==> src/rtl/conv_psum_accumulator_pkg.sv <==
// Shared types and defaults for the convolution partial-sum accumulator.
package conv_psum_accumulator_pkg;

    localparam int DEF_PSUM_W  = 16;
    localparam int DEF_ACC_W   = 24;
    localparam int DEF_MAX_OUT = 32;
    localparam int IDX_W       = $clog2(DEF_MAX_OUT);

    typedef enum logic [1:0] {
        IDLE  = 2'd0,
        ACCUM = 2'd1,
        DRAIN = 2'd2
    } state_e;

    // Oversized row widths are clamped to what the line buffer can hold.
    function automatic logic [4:0] clamp_size(input logic [4:0] sz, input logic [4:0] max_sz);
        return (sz > max_sz) ? max_sz : sz;
    endfunction

endpackage

==> src/rtl/conv_psum_accumulator_if.sv <==
// Partial-sum input stream and accumulated-pixel output stream.
interface conv_psum_accumulator_if
    import conv_psum_accumulator_pkg::*;
#(
    parameter int PSUM_W = DEF_PSUM_W,
    parameter int ACC_W  = DEF_ACC_W
);
    logic              psum_valid;
    logic              psum_ready;
    logic [PSUM_W-1:0] psum_data;
    logic              out_valid;
    logic              out_ready;
    logic              out_last;
    logic [ACC_W-1:0]  out_data;

    modport master (
        output psum_valid, psum_data, out_ready,
        input  psum_ready, out_valid, out_data, out_last
    );

    modport slave (
        input  psum_valid, psum_data, out_ready,
        output psum_ready, out_valid, out_data, out_last
    );
endinterface

==> src/rtl/conv_psum_accumulator_psum_line_buf.sv <==
// One output row of accumulators: synchronous write, combinational read.
module psum_line_buf
    import conv_psum_accumulator_pkg::*;
#(
    parameter int DEPTH = DEF_MAX_OUT,
    parameter int WIDTH = DEF_ACC_W,
    parameter int AW    = IDX_W
) (
    input  logic             clk,
    input  logic             we_i,
    input  logic [AW-1:0]    waddr_i,
    input  logic [WIDTH-1:0] wdata_i,
    input  logic [AW-1:0]    raddr_i,
    output logic [WIDTH-1:0] rdata_o
);
    logic [WIDTH-1:0] mem_q [DEPTH];

    always_ff @(posedge clk) begin
        if (we_i) begin
            mem_q[waddr_i] <= wdata_i;
        end
    end

    assign rdata_o = mem_q[raddr_i];
endmodule

==> src/rtl/conv_psum_accumulator.sv <==
// Accumulates kernel_size rows of partial sums per output row, then drains the row.
// Build option: define CONV_PSUM_RELU_EN to clamp negative outputs to zero.
module conv_psum_accumulator
    import conv_psum_accumulator_pkg::*;
#(
    parameter int PSUM_W  = DEF_PSUM_W,
    parameter int ACC_W   = DEF_ACC_W,
    parameter int MAX_OUT = DEF_MAX_OUT
) (
    input  logic                          clk,
    input  logic                          rst_n,
    input  logic                          load_i,
    input  logic [4:0]                    out_size_i,
    input  logic [2:0]                    kernel_size_i,
    conv_psum_accumulator_if.slave        bus,
    output logic                          frame_done_o
);
    localparam int         AW     = (MAX_OUT > 1) ? $clog2(MAX_OUT) : 1;
    localparam int         SZ_LIM = (MAX_OUT < 31) ? MAX_OUT : 31;
    localparam logic [4:0] SZ_MAX = 5'(SZ_LIM);

    state_e           state_q, state_d;
    logic [4:0]       size_q, size_d;
    logic [2:0]       ks_q, ks_d;
    logic [4:0]       col_q, col_d;
    logic [2:0]       kr_q, kr_d;
    logic [4:0]       idx_q, idx_d;
    logic [4:0]       row_q, row_d;
    logic             frame_q, frame_d;

    logic             accept;
    logic             hs;
    logic [4:0]       size_in;
    logic [AW-1:0]    raddr;
    logic [ACC_W-1:0] rdata;
    logic [ACC_W-1:0] wdata;
    logic [ACC_W-1:0] ext;

    assign size_in         = clamp_size(out_size_i, SZ_MAX);
    assign ext             = ACC_W'($signed(bus.psum_data));
    assign bus.psum_ready  = (state_q == ACCUM);
    assign bus.out_valid   = (state_q == DRAIN);
    // load has priority over both the psum and the output handshake
    assign accept          = bus.psum_valid && bus.psum_ready && !load_i;
    assign hs              = bus.out_valid && bus.out_ready && !load_i;

    assign raddr           = (state_q == DRAIN) ? AW'(idx_q) : AW'(col_q);
    assign wdata           = (kr_q == '0) ? ext : rdata + ext;

    psum_line_buf #(
        .DEPTH (MAX_OUT),
        .WIDTH (ACC_W),
        .AW    (AW)
    ) u_line_buf (
        .clk     (clk),
        .we_i    (accept),
        .waddr_i (AW'(col_q)),
        .wdata_i (wdata),
        .raddr_i (raddr),
        .rdata_o (rdata)
    );

    assign bus.out_last = bus.out_valid && (idx_q == size_q - 5'd1);
`ifdef CONV_PSUM_RELU_EN
    assign bus.out_data = (bus.out_valid && !rdata[ACC_W-1]) ? rdata : '0;
`else
    assign bus.out_data = bus.out_valid ? rdata : '0;
`endif
    assign frame_done_o = frame_q;

    always_comb begin
        state_d = state_q;
        size_d  = size_q;
        ks_d    = ks_q;
        col_d   = col_q;
        kr_d    = kr_q;
        idx_d   = idx_q;
        row_d   = row_q;
        frame_d = 1'b0;

        if (load_i) begin
            size_d  = size_in;
            ks_d    = kernel_size_i;
            col_d   = '0;
            kr_d    = '0;
            idx_d   = '0;
            row_d   = '0;
            state_d = (size_in == '0 || kernel_size_i == '0) ? IDLE : ACCUM;
        end else begin
            case (state_q)
                ACCUM: begin
                    if (accept) begin
                        if (col_q == size_q - 5'd1) begin
                            col_d = '0;
                            if (kr_q == ks_q - 3'd1) begin
                                kr_d    = '0;
                                state_d = DRAIN;
                            end else begin
                                kr_d = kr_q + 3'd1;
                            end
                        end else begin
                            col_d = col_q + 5'd1;
                        end
                    end
                end
                DRAIN: begin
                    if (hs) begin
                        if (idx_q == size_q - 5'd1) begin
                            idx_d   = '0;
                            state_d = ACCUM;
                            if (row_q == size_q - 5'd1) begin
                                row_d   = '0;
                                frame_d = 1'b1;
                            end else begin
                                row_d = row_q + 5'd1;
                            end
                        end else begin
                            idx_d = idx_q + 5'd1;
                        end
                    end
                end
                default: ;
            endcase
        end
    end

    always_ff @(posedge clk or negedge rst_n) begin
        if (!rst_n) begin
            state_q <= IDLE;
            size_q  <= '0;
            ks_q    <= '0;
            col_q   <= '0;
            kr_q    <= '0;
            idx_q   <= '0;
            row_q   <= '0;
            frame_q <= 1'b0;
        end else begin
            state_q <= state_d;
            size_q  <= size_d;
            ks_q    <= ks_d;
            col_q   <= col_d;
            kr_q    <= kr_d;
            idx_q   <= idx_d;
            row_q   <= row_d;
            frame_q <= frame_d;
        end
    end
endmodule
==> src/flat_wrapper.sv <==
// flat-port wrapper written by rule: the top's interface ports become plain ports
module conv_psum_accumulator_flat import conv_psum_accumulator_pkg::*;
#(
    parameter int PSUM_W  = DEF_PSUM_W,
    parameter int ACC_W   = DEF_ACC_W,
    parameter int MAX_OUT = DEF_MAX_OUT
)
  (clk, rst_n, load_i, out_size_i, kernel_size_i, frame_done_o, bus_psum_valid, bus_psum_data, bus_out_ready, bus_psum_ready, bus_out_valid, bus_out_data, bus_out_last);
  conv_psum_accumulator_if #(.PSUM_W(PSUM_W), .ACC_W(ACC_W)) bus_i ();
  input  logic clk;
  input  logic rst_n;
  input  logic load_i;
  input  logic [4:0] out_size_i;
  input  logic [2:0] kernel_size_i;
  output logic frame_done_o;
  input wire logic [$bits(bus_i.psum_valid)-1:0] bus_psum_valid;
  input wire logic [$bits(bus_i.psum_data)-1:0] bus_psum_data;
  input wire logic [$bits(bus_i.out_ready)-1:0] bus_out_ready;
  output wire logic [$bits(bus_i.psum_ready)-1:0] bus_psum_ready;
  output wire logic [$bits(bus_i.out_valid)-1:0] bus_out_valid;
  output wire logic [$bits(bus_i.out_data)-1:0] bus_out_data;
  output wire logic [$bits(bus_i.out_last)-1:0] bus_out_last;
  assign bus_i.psum_valid = bus_psum_valid;
  assign bus_i.psum_data = bus_psum_data;
  assign bus_i.out_ready = bus_out_ready;
  assign bus_psum_ready = bus_i.psum_ready;
  assign bus_out_valid = bus_i.out_valid;
  assign bus_out_data = bus_i.out_data;
  assign bus_out_last = bus_i.out_last;
  conv_psum_accumulator #(.PSUM_W(PSUM_W), .ACC_W(ACC_W), .MAX_OUT(MAX_OUT)) u_core (.clk(clk), .rst_n(rst_n), .load_i(load_i), .out_size_i(out_size_i), .kernel_size_i(kernel_size_i), .bus(bus_i), .frame_done_o(frame_done_o));
endmodule
==> config.mk <==
export PLATFORM = sky130hd
export DESIGN_NAME = conv_psum_accumulator_flat
export DESIGN_NICKNAME = d
export VERILOG_FILES = /design/src/rtl/conv_psum_accumulator_pkg.sv /design/src/rtl/conv_psum_accumulator_if.sv /design/src/rtl/conv_psum_accumulator_psum_line_buf.sv /design/src/rtl/conv_psum_accumulator.sv /design/src/flat_wrapper.sv
export SDC_FILE = /design/constraint.sdc
export NUM_CORES = 1
export LEC_CHECK = 0
export ABC_AREA = 0
export BUFFER_PORTS_ARGS = -buffer_cell sky130_fd_sc_hd__buf_2
export CAP_MARGIN = 20
export CORE_UTILIZATION = 50
export DETAILED_ROUTE_END_ITERATION = 10
export MAX_ROUTING_LAYER = met4
export PLACE_DENSITY = 0.66
export SKIP_CTS_REPAIR_TIMING = 1
export SLEW_MARGIN = 15
export SYNTH_ARGS = -nofsm -noshare
export SYNTH_HDL_FRONTEND = slang
export SYNTH_SLANG_ARGS = --single-unit
==> constraint.sdc <==
create_clock -name clk -period 13.8 [get_ports clk]
set_clock_uncertainty 0.05 [all_clocks]
set_input_delay 2.76 -clock clk [delete_from_list [all_inputs] [get_ports clk]]
set_output_delay 2.76 -clock clk [all_outputs]
set_load 0.005 [all_outputs]
**Word level (Yosys, flattened, before mapping)**

Memories as Yosys holds them, arrays and structs flattened.
Index checks and enable logic that the tools add are counted.

- Memories: 1
- Output and inout bits: 28
- Register bits: 29
- Bits in writable memories: 768
- Bits of input ports: 29
- Word-level logic and storage cells: 87

- $add $sub $neg: 7
- Equality and inequality tests: 11
- Muxes and demuxes: 37
- Reductions and logical operators: 22
- $lt $le $gt $ge: 1

Memories:

| name | words | bits a word | read ports | clocked after Yosys merged registers in | write ports | RTL line | text |
|---|---|---|---|---|---|---|---|
| u_core.u_line_buf.mem_q | 32 | 24 | 1 | 0 | 1 | conv_psum_accumulator_psum_line_buf.sv:16 | `logic [WIDTH-1:0] mem_q [DEPTH];` |

Operator list:

| cell | number |
|---|---|
| $mux 5 | 15 |
| $mux 24 | 2 |
| $add 24x24->24 | 1 |
| $add 5x1->5 const B | 3 |
| $eq 5x5->1 | 3 |
| $mux 3 | 5 |
| $ne 3x3->1 const B | 5 |
| $mux 2 | 6 |
| $reduce_bool 2->1 | 6 |
| $mux 1 | 8 |
| $logic_not 3->1 | 2 |
| $reduce_and 3->1 | 2 |
| $reduce_and 6->1 | 1 |
| $gt 5x5->1 const B | 1 |
| $logic_and 1x1->1 | 5 |
| $logic_not 5->1 | 1 |
| $sub 5x1->5 const B | 1 |
| $pmux 2 s2 | 1 |
| $reduce_and 2->1 | 2 |
| $add 3x1->3 const B | 1 |
| $eq 3x3->1 | 1 |
| $reduce_bool 3->1 | 1 |
| $sub 3x1->3 const B | 1 |
| $eq 2x1->1 const B | 1 |
| 3 further kinds | 3 |

**Longest topological paths before layout**

Gate-level depths: netlist (run 1).

- Word-level depth: 7
- Mapped depth: 22
- Gate-level depth less buffers: 19

**Cells and area by module**

From an unflattened synthesis (run 1), not the netlist that was laid out.

- Cell total of the unflattened synthesis: 2,116
- Area, all modules: 33,392.0 µm²

Modules (own cells, without submodules):

| module | instances | area an instance (µm²) | sequential area each (µm²) | cells each |
|---|---|---|---|---|
| psum_line_buf | 1 | 30,002.5 | 23,062.1 | 1,687 |
| conv_psum_accumulator | 1 | 3,389.5 | 725.7 | 429 |

**Worst setup path before layout (run 1)**

No wires, ideal clock.

- Path type: input to register
- Start point: in bus_psum_data[0]
- End point: mem u_core.u_line_buf.mem_q[0][20] in the netlist's numbering, data pin
- Cell stages on the path: 11
- Library setup time: 0.454 ns
- Path slack: 7.025 ns
- Data required time: 13.296 ns
- Arrival: 6.271 ns
- Path buffers: 0
- Path through: ha_1 -> fa_1 -> a21o_1 -> a21oi_1 -> o21ai_0 -> a31o_2 -> a31oi_1 -> o21ai_0 -> a221oi_1 -> xor2_1 -> o21ai_0

- Cells in the longest elaborated chain, start to end: 2

RTL lines:

| what | RTL line | text |
|---|---|---|
| from (decl) | flat_wrapper.sv:17 | `input wire logic [$bits(bus_i.psum_data)-1:0] bus_psum_data;` |
| $add 24x24->24 | conv_psum_accumulator.sv:48 | `assign wdata = (kr_q == '0) ? ext : rdata + ext;` |
| $mux 24 | conv_psum_accumulator.sv:48 |  |
| named net u_core.u_line_buf.wdata_i[20] | conv_psum_accumulator_psum_line_buf.sv:12 | `input logic [WIDTH-1:0] wdata_i,` |
| to (decl) | conv_psum_accumulator_psum_line_buf.sv:16 |  |

The timed path passes the listed nets, and every way through them passes these cells.

**Worst setup path in the final report (run 1)**

- Start point: reg u_core.state_q[0]
- End point: out bus_out_data[6]

- Cells in the longest elaborated chain, start to end: 4

RTL lines:

| what | RTL line | text |
|---|---|---|
| from (decl) | conv_psum_accumulator.sv:22 | `state_e state_q, state_d;` |
| from (signal assigned) | conv_psum_accumulator.sv:138 | `state_q <= state_d;` |
| $eq 2x2->1 (*) | conv_psum_accumulator.sv:42, conv_psum_accumulator.sv:47 |  |
| $mux 5 | conv_psum_accumulator.sv:47 | `assign raddr = (state_q == DRAIN) ? AW'(idx_q) : AW'(col_q);` |
| $mem_v2 32x24 | -- |  |
| $mux 24 (*) | conv_psum_accumulator.sv:67 | `assign bus.out_data = bus.out_valid ? rdata : '0;` |
| to (decl) | flat_wrapper.sv:21 | `output wire logic [$bits(bus_i.out_data)-1:0] bus_out_data;` |

Mark *: on every way between the ends. The rest lies on a longest branch, timed or not.

==> run_summary.xml, run 1 <==
<?xml version="1.0" encoding="UTF-8"?>
<metrics>
  <group name="die">
    <metric name="placeableCoreArea" unit="µm²">65750</metric>
    <metric name="floorplan.initialDensity" unit="%">50.58</metric>
    <metric name="rows" unit="">94</metric>
    <metric name="floorplan.io_pins" unit="">57</metric>
    <metric name="dieArea" unit="µm²">67540</metric>
    <metric name="chipWidth" unit="µm">259.9</metric>
    <metric name="floorplan.die.height" unit="µm">259.9</metric>
  </group>
  <group name="routing">
    <metric name="avgRoutedWirePerCell" unit="µm">27.11</metric>
    <metric name="detailedRoute.firstIterationViolations" unit="">2670</metric>
    <metric name="via_count" unit="">19890</metric>
    <metric name="antenna_left" unit="">0</metric>
    <metric name="remaining_drc_errors" unit="">0</metric>
    <metric name="drt-pass1-iter-count" unit="">5</metric>
    <metric name="route.detailed.vias_per_inst" unit="">6.251</metric>
    <metric name="routed_wl" unit="mm">86.26</metric>
  </group>
  <group name="synth">
    <metric name="largest_family_of_logic_cells_by_synthesized_area" unit="">simple AND/OR/NAND/NOR gates</metric>
    <metric name="share_of_the_yosys_chip_area_belonging_to_registers" unit="%">71.54</metric>
    <metric name="syn_avg_cell_area" unit="µm²">15.11</metric>
    <metric name="syn-cell-area" unit="µm²">33250</metric>
    <metric name="synthesized_area_fraction_occupied_by_and_or_nand_nor_cells" unit="%">8.865</metric>
    <metric name="yosys-top-cells-area" unit="">edfxtp_1, mux4_2, nand2_1, a311oi_1, dfrtp_1</metric>
    <metric name="async_reset_ff_share" unit="%">3.639</metric>
    <metric name="postSynthNetCount" unit="">2266</metric>
    <metric name="dominantRegCellSynth" unit="">edfxtp_1</metric>
    <metric name="synth_enable_flop_cells" unit="">768</metric>
    <metric name="synth_warnings" unit="">0</metric>
    <metric name="post_synth_fa_ha_maj_area_fraction" unit="%">1.377</metric>
    <metric name="synth.most_common_cell" unit="">edfxtp_1</metric>
    <metric name="synth.cells.most_frequent" unit="">edfxtp_1, nand2_1, a21oi_1, and3_1, a311oi_1</metric>
    <metric name="synth-compound-area-share" unit="%">7.838</metric>
    <metric name="post_synth_xor_area_fraction" unit="%">1.238</metric>
    <metric name="yosys-mux-area-fraction" unit="%">7.111</metric>
    <metric name="postSynthRegisterBits" unit="">797</metric>
    <metric name="synthDistinctLibCells" unit="">47</metric>
    <metric name="instance_count_of_the_mapped_netlist" unit="">2201</metric>
    <metric name="netlist.top_cell.by_area" unit="">edfxtp_1</metric>
    <metric name="post_synth_top_area_share" unit="%">69.35</metric>
  </group>
  <group name="sta">
    <metric name="tns" unit="ns">0</metric>
    <metric name="setup_slack" unit="ns">5.381</metric>
    <metric name="final-hold-violation-count" unit="">0</metric>
    <metric name="timing.slew.headroom" unit="%">21.71</metric>
    <metric name="finalCritPeriodShare" unit="%">61.01</metric>
    <metric name="final_worst_path_period_need" unit="ns">8.419</metric>
    <metric name="grt_setup_unrepaired" unit="">false</metric>
    <metric name="achievable-frequency" unit="MHz">118.8</metric>
    <metric name="worst-slew-pin-transition" unit="ns">1.174</metric>
    <metric name="number_of_setup_violations_in_the_final_report" unit="">0</metric>
    <metric name="timing_max_transition_violations_final" unit="">0</metric>
  </group>
  <group name="power_and_ir_drop">
    <metric name="p_int" unit="mW">4.144</metric>
    <metric name="pwr-share-seq" unit="%">50.1</metric>
    <metric name="cellPowerDensity" unit="nW/µm²">142.2</metric>
    <metric name="leakage" unit="nW">12.79</metric>
    <metric name="switching_share" unit="%">22.52</metric>
    <metric name="largest_voltage_drop_on_the_vdd_net" unit="µV">92.97</metric>
    <metric name="clock_power_share" unit="%">40.6</metric>
    <metric name="net-switching-power" unit="mW">1.205</metric>
    <metric name="part_of_the_power_in_combinational_logic" unit="%">9.3</metric>
  </group>
  <group name="finish">
    <metric name="final_cell_area" unit="µm²">37610</metric>
    <metric name="fill_cells" unit="">5002</metric>
    <metric name="area_overhead_of_the_layout_relative_to_synthesis" unit="%">13.09</metric>
    <metric name="final_layout_size_suffix_gt1_share" unit="%">16.75</metric>
    <metric name="final_net_count" unit="">2325</metric>
  </group>
  <group name="cts">
    <metric name="clock_tree_from_tritoncts" unit="">yes</metric>
    <metric name="cts_sinks" unit="">797</metric>
    <metric name="cts-root-buf" unit="">clkbuf_16</metric>
    <metric name="clock_slew_at_the_register_clock_pins_of_the_worst_setup_and_hold_paths" unit="ns">0.06</metric>
    <metric name="cts_inserted_buffers" unit="">82</metric>
    <metric name="clock_latency" unit="ns">0.63</metric>
    <metric name="clockBufferDepth" unit="">3</metric>
    <metric name="cts_max_level" unit="">3</metric>
  </group>
  <group name="critical_path">
    <metric name="rr_startpoint" unit="">u_core.state_q[0]$_DFFE_PN0P_</metric>
    <metric name="start_kind" unit="">register</metric>
    <metric name="required" unit="ns">10.99</metric>
    <metric name="arrival" unit="ns">5.61</metric>
    <metric name="timing_worst_setup_path_type" unit="">reg -&gt; out</metric>
    <metric name="setup.worst_path.start" unit="">u_core.state_q[0]$_DFFE_PN0P_</metric>
    <metric name="worstSetupEndpointType" unit="">output pin</metric>
    <metric name="critical_path_peak_fanout" unit="">75</metric>
  </group>
  <group name="placement">
    <metric name="gpl.final_weighted_congestion" unit="">0.8977</metric>
    <metric name="dpl-instance-area" unit="µm²">34860</metric>
    <metric name="port-buffer-count" unit="">56</metric>
    <metric name="pre_cts_ws" unit="ns">5.715</metric>
    <metric name="dp_hpwl" unit="mm">47.59</metric>
  </group>
  <group name="min_path">
    <metric name="hold_sp" unit="">u_core.row_q[4]$_DFFE_PN0P_</metric>
    <metric name="hp-class" unit="">reg -&gt; reg</metric>
  </group>
  <group name="global_route">
    <metric name="total_global_routing_track_utilization" unit="%">26.45</metric>
    <metric name="first_global_vias" unit="">19380</metric>
    <metric name="grt_pass1_wl" unit="mm">125.9</metric>
    <metric name="grt_overflow" unit="">0</metric>
    <metric name="number_of_antenna_violations_at_the_first_check_in_global_routing" unit="">1</metric>
    <metric name="grt_max_degree" unit="">80</metric>
  </group>
  <group name="outcome">
    <metric name="run_status" unit="">finished, final reports clean</metric>
  </group>
  <group name="job">
    <metric name="max_cap_violations" unit="">0</metric>
  </group>
</metrics>
## cell usage in the layout, fill, tap and decap left out, types with 32 or more instances in the layout
cell type and count:
edfxtp_1 768, nand2_1 427, and3_1 96, a21oi_1 96, a311oi_1 93, mux4_2 92
clkbuf_16 85, a211oi_1 71, buf_2 56, buf_4 50, a21o_1 40, nor2_1 37
ha_1 35, nor2_4 32
## registers in the layout (all words and copies together), names as in the netlist
register / count
u_core.col_q: 5
u_core.frame_done_o: 1
u_core.idx_q: 5
u_core.kr_q: 3
u_core.ks_q: 3
u_core.row_q: 5
u_core.size_q: 5
u_core.state_q: 2
u_core.u_line_buf.mem_q: 768
## area by class of cell
| class | instances | area (µm²) | area share (%) |
|---|---|---|---|
| Antenna cell | 1 | 2.502 | 0.006654 |
| Multi-Input combinational cell | 1255 | 9313 | 24.76 |
| Clock buffer | 104 | 2198 | 5.846 |
| Timing Repair Buffer | 112 | 775.7 | 2.063 |
| Inverter | 12 | 45.04 | 0.1198 |
| Tap cell | 864 | 1081 | 2.875 |
| Sequential cell | 797 | 23790 | 63.26 |
| Clock inverter | 37 | 402.9 | 1.071 |
## per-layer routing
| metal | track usage (%) | share of wire [%] | vias up |
|---|---|---|---|
| li1 | - | - | 8618 |
| met1 | 34.69 | 40 | 10140 |
| met3 | 3.538 | 7.8 | 187 |
| met5 | - | 0 | - |
| met2 | 42.16 | 49 | 946 |
| met4 | 10.16 | 3.7 | 0 |
## power groups by stage
| stage | sequential [mW] | combinational (mW) | clock [mW] |
|---|---|---|---|
| 6_report | 2.68 | 0.498 | 2.17 |
| 5_1_grt | 2.68 | 0.539 | 2.28 |
| 4_1_cts | 2.68 | 0.486 | 2.19 |
| 3_5_place_dp | 2.73 | 0.483 | 0 |
| 3_3_place_gp | 2.73 | 0.474 | 0 |
| 2_1_floorplan | 2.73 | 0.355 | 0 |
## worst paths after layout
check / end / depth (start not counted) / slack, ns
max: bus_out_data[6] / 10 / 5.38
min: u_core.row_q[4]$_DFFE_PN0P_ / 1 / 0.49
max reg2reg: u_core.u_line_buf.mem_q[20][23]$_DFFE_PP_ / 19 / 5.83
min reg2reg: u_core.row_q[4]$_DFFE_PN0P_ / 1 / 0.49
max in group asynchronous: u_core.row_q[1]$_DFFE_PN0P_ / 1 / 11.13
min in group asynchronous: u_core.kr_q[2]$_DFFE_PN0P_ / 1 / 2.13
## worst max-delay path, cell delays in order (launching register included)
cell and delay, ns:
dfrtp_1 0.41, nand2b_1 0.43, inv_1 0.89, mux2_8 0.66, buf_4 0.57, buf_4 0.72, a211oi_1 0.16, a211oi_1 0.48
a21o_1 0.21, and2_1 0.19, buf_2 0.13
## kinds of logic (layout without fill, tap and decap cells)
logic type      Yosys count  after routing
flops                   797            797
fa+ha+maj                36             36
other cells               0              1
compound gates          379            379
xor+xnor                 47             47
buf+inv                 149            265
mux                     119            119
simple gates            674            674
## metrics by stage
stage | util (%) | power [mW] | hold WS (ns) | instances
after floorplan | - | 3.084 | 0.4149 | 2201
after global placement | 52.89 | 3.204 | 0.4500 | 3034
after detailed placement | 53.02 | 3.214 | 0.4833 | 3037
after CTS | 56.97 | 5.360 | 0.4906 | 3178
after global routing | 57.20 | 5.501 | 0.5214 | 3181
final | 57.20 | 5.349 | 0.4949 | 3182
(Power assumes the default switching activity.)
==> inputs of run 2 (changes only) <==
--- a/config.mk
+++ b/config.mk
@@ -11,7 +11,7 @@
 export CORE_UTILIZATION = 50
 export DETAILED_ROUTE_END_ITERATION = 10
 export MAX_ROUTING_LAYER = met4
-export PLACE_DENSITY = 0.66
+export PLACE_DENSITY = 0.68
 export SKIP_CTS_REPAIR_TIMING = 1
 export SLEW_MARGIN = 15
 export SYNTH_ARGS = -nofsm -noshare
==> constraint.sdc (replaced) <==
create_clock -name clk -period 7 [get_ports clk]
set_clock_uncertainty 0.05 [all_clocks]
set_input_delay 1.4 -clock clk [delete_from_list [all_inputs] [get_ports clk]]
set_output_delay 1.4 -clock clk [all_outputs]
set_load 0.005 [all_outputs]
==> run_summary.xml, run 2 (same netlist as run 1, synthesis figures left out) <==
<?xml version="1.0" encoding="UTF-8"?>
<metrics>
  <group name="outcome">
    <metric name="run_status" unit="">finished, final reports clean</metric>
  </group>
  <group name="die">
    <metric name="dieArea" unit="µm²">67540</metric>
    <metric name="floorplan.initialDensity" unit="%">50.58</metric>
    <metric name="floorplan.io_pins" unit="">57</metric>
    <metric name="floorplan.die.height" unit="µm">259.9</metric>
    <metric name="chipWidth" unit="µm">259.9</metric>
    <metric name="placeableCoreArea" unit="µm²">65750</metric>
    <metric name="rows" unit="">94</metric>
  </group>
  <group name="critical_path">
    <metric name="worstSetupEndpointType" unit="">register</metric>
    <metric name="start_kind" unit="">register</metric>
    <metric name="timing.rr.end" unit="">u_core.u_line_buf.mem_q[23][21]$_DFFE_PP_</metric>
    <metric name="critical_path_peak_fanout" unit="">94</metric>
    <metric name="setup.worst_path.start" unit="">u_core.state_q[0]$_DFFE_PN0P_</metric>
    <metric name="worstSetupEndpoint" unit="">u_core.u_line_buf.mem_q[23][21]$_DFFE_PP_</metric>
    <metric name="timing_worst_setup_path_type" unit="">reg -&gt; reg</metric>
    <metric name="arrival" unit="ns">6.29</metric>
    <metric name="timing.reg2reg.setup_slack" unit="ns">0.98</metric>
    <metric name="rr_worst_depth" unit="">20</metric>
    <metric name="rr_startpoint" unit="">u_core.state_q[0]$_DFFE_PN0P_</metric>
    <metric name="required" unit="ns">7.27</metric>
  </group>
  <group name="cts">
    <metric name="clock_slew_at_the_register_clock_pins_of_the_worst_setup_and_hold_paths" unit="ns">0.06</metric>
    <metric name="cts_sinks" unit="">797</metric>
    <metric name="clockBufferDepth" unit="">3</metric>
    <metric name="cts_inserted_buffers" unit="">75</metric>
    <metric name="clock_latency" unit="ns">0.63</metric>
    <metric name="cts_max_level" unit="">3</metric>
    <metric name="cts-root-buf" unit="">clkbuf_16</metric>
    <metric name="clock_tree_from_tritoncts" unit="">yes</metric>
  </group>
  <group name="finish">
    <metric name="number_of_flip_flops_under_the_largest_register_name" unit="">768</metric>
    <metric name="registers.top_by_ff_count" unit="">u_core.u_line_buf.mem_q</metric>
    <metric name="layout_common_cells" unit="">edfxtp_1, nand2_1, and3_1, a21oi_1, a311oi_1</metric>
    <metric name="final_layout_size_suffix_gt1_share" unit="%">17.63</metric>
    <metric name="final_net_count" unit="">2331</metric>
    <metric name="final_cell_area" unit="µm²">37610</metric>
    <metric name="area_overhead_of_the_layout_relative_to_synthesis" unit="%">13.09</metric>
    <metric name="final_common_cell" unit="">edfxtp_1</metric>
  </group>
  <group name="sta">
    <metric name="tns" unit="ns">0</metric>
    <metric name="grt_setup_unrepaired" unit="">false</metric>
    <metric name="timing.slew.headroom" unit="%">24.46</metric>
    <metric name="achievable-frequency" unit="MHz">166.1</metric>
    <metric name="worst-slew-pin-transition" unit="ns">1.133</metric>
    <metric name="final-hold-violation-count" unit="">0</metric>
    <metric name="timing_max_transition_violations_final" unit="">0</metric>
    <metric name="number_of_setup_violations_in_the_final_report" unit="">0</metric>
    <metric name="final_worst_path_period_need" unit="ns">6.021</metric>
    <metric name="finalCritPeriodShare" unit="%">86.01</metric>
  </group>
  <group name="routing">
    <metric name="antenna_left" unit="">0</metric>
    <metric name="drt-pass1-iter-count" unit="">5</metric>
    <metric name="remaining_drc_errors" unit="">0</metric>
    <metric name="detailedRoute.firstIterationViolations" unit="">2804</metric>
    <metric name="via_count" unit="">19870</metric>
    <metric name="route.detailed.vias_per_inst" unit="">6.228</metric>
    <metric name="routed_wl" unit="mm">86.01</metric>
    <metric name="avgRoutedWirePerCell" unit="µm">26.95</metric>
  </group>
  <group name="global_route">
    <metric name="number_of_antenna_violations_at_the_first_check_in_global_routing" unit="">4</metric>
    <metric name="first_global_vias" unit="">19440</metric>
    <metric name="grt_pass1_wl" unit="mm">126.0</metric>
    <metric name="total_global_routing_track_utilization" unit="%">26.56</metric>
    <metric name="grt_max_degree" unit="">95</metric>
    <metric name="grt_overflow" unit="">0</metric>
  </group>
  <group name="placement">
    <metric name="gpl.final_weighted_congestion" unit="">0.8768</metric>
    <metric name="dp_hpwl" unit="mm">46.77</metric>
    <metric name="port-buffer-count" unit="">56</metric>
    <metric name="dpl-instance-area" unit="µm²">34940</metric>
  </group>
  <group name="power_and_ir_drop">
    <metric name="largest_voltage_drop_on_the_vdd_net" unit="µV">177.4</metric>
    <metric name="leakage" unit="nW">12.82</metric>
    <metric name="cellPowerDensity" unit="nW/µm²">277.5</metric>
  </group>
  <group name="job">
    <metric name="max_cap_violations" unit="">0</metric>
  </group>
  <group name="min_path">
    <metric name="hp-class" unit="">reg -&gt; reg</metric>
  </group>
</metrics>
## run 2: per-layer routing
metal	global-route usage (%)	part of all wire, %	vias up	wire (µm)
li1	-	-	8628	-
met1	35.31	39	10040	33570
met2	40.23	47	1039	40630
met3	5.838	10	165	8936
met4	9.902	3.3	0	2876
met5	-	0	-	0
## run 2: how the worst min path moves through the flow
stage                                           start                     endpoint  cells past startpoint
after CTS                 u_core.row_q[4]$_DFFE_PN0P_  u_core.row_q[4]$_DFFE_PN0P_                      1
after detailed placement  u_core.row_q[4]$_DFFE_PN0P_  u_core.row_q[4]$_DFFE_PN0P_                      1
final                     u_core.row_q[4]$_DFFE_PN0P_  u_core.row_q[4]$_DFFE_PN0P_                      1
after floorplan           u_core.row_q[4]$_DFFE_PN0P_  u_core.row_q[4]$_DFFE_PN0P_                      1
after global placement    u_core.row_q[4]$_DFFE_PN0P_  u_core.row_q[4]$_DFFE_PN0P_                      1
after global routing      u_core.row_q[4]$_DFFE_PN0P_  u_core.row_q[4]$_DFFE_PN0P_                      1
## run 2: cell type report
type / instances / area (µm²)
fillers: 4974 / 28140
flip-flops and latches: 797 / 23790
multi-input cells: 1255 / 9279
clock buffers: 92 / 2046
well taps: 864 / 1081
repair buffers: 125 / 887.1
clock inverters: 44 / 475.5
inverters: 12 / 45.04
diodes: 2 / 5.005
## run 2: worst max-delay path, stage by stage, from the launching register on
cell and delay (ns):
dfrtp_1 0.41, nand2b_1 0.20, buf_4 0.23, mux2i_4 0.61, buf_12 0.45, nand2_1 0.10, and3_1 0.17, a311oi_1 0.23
a21oi_1 0.08, a211oi_1 0.33, a21o_1 0.20, ha_1 0.22, o211ai_1 0.10, o21ai_0 0.26, a31o_2 0.24, a31oi_1 0.13
o31ai_1 0.44, nand3_1 0.20, o211ai_1 0.26, xnor2_1 0.14, o21ai_4 0.61
## run 2: through the flow
step                hold WS (ns)  power (mW)  cells  utilization, %  worst slack [ns]
CTS                       0.4733       10.46   3184           56.98            0.6999
global placement          0.4513       6.312   3048           53.15            0.9357
detailed placement        0.4671       6.335   3048           53.15            0.6695
global route              0.5144       10.74   3191           57.20            0.4767
finish                    0.4744       10.43   3191           57.20            0.9795
floorplan                 0.4149       6.080   2201               -            0.7119
## run 2: power breakdown
group / total (mW) / switching, mW / internal [mW]
registers: 5.28 / 0.0156 / 5.26
clock network: 4.18 / 1.75 / 2.42
logic: 0.977 / 0.604 / 0.372
total: 10.4 / 2.37 / 8.06
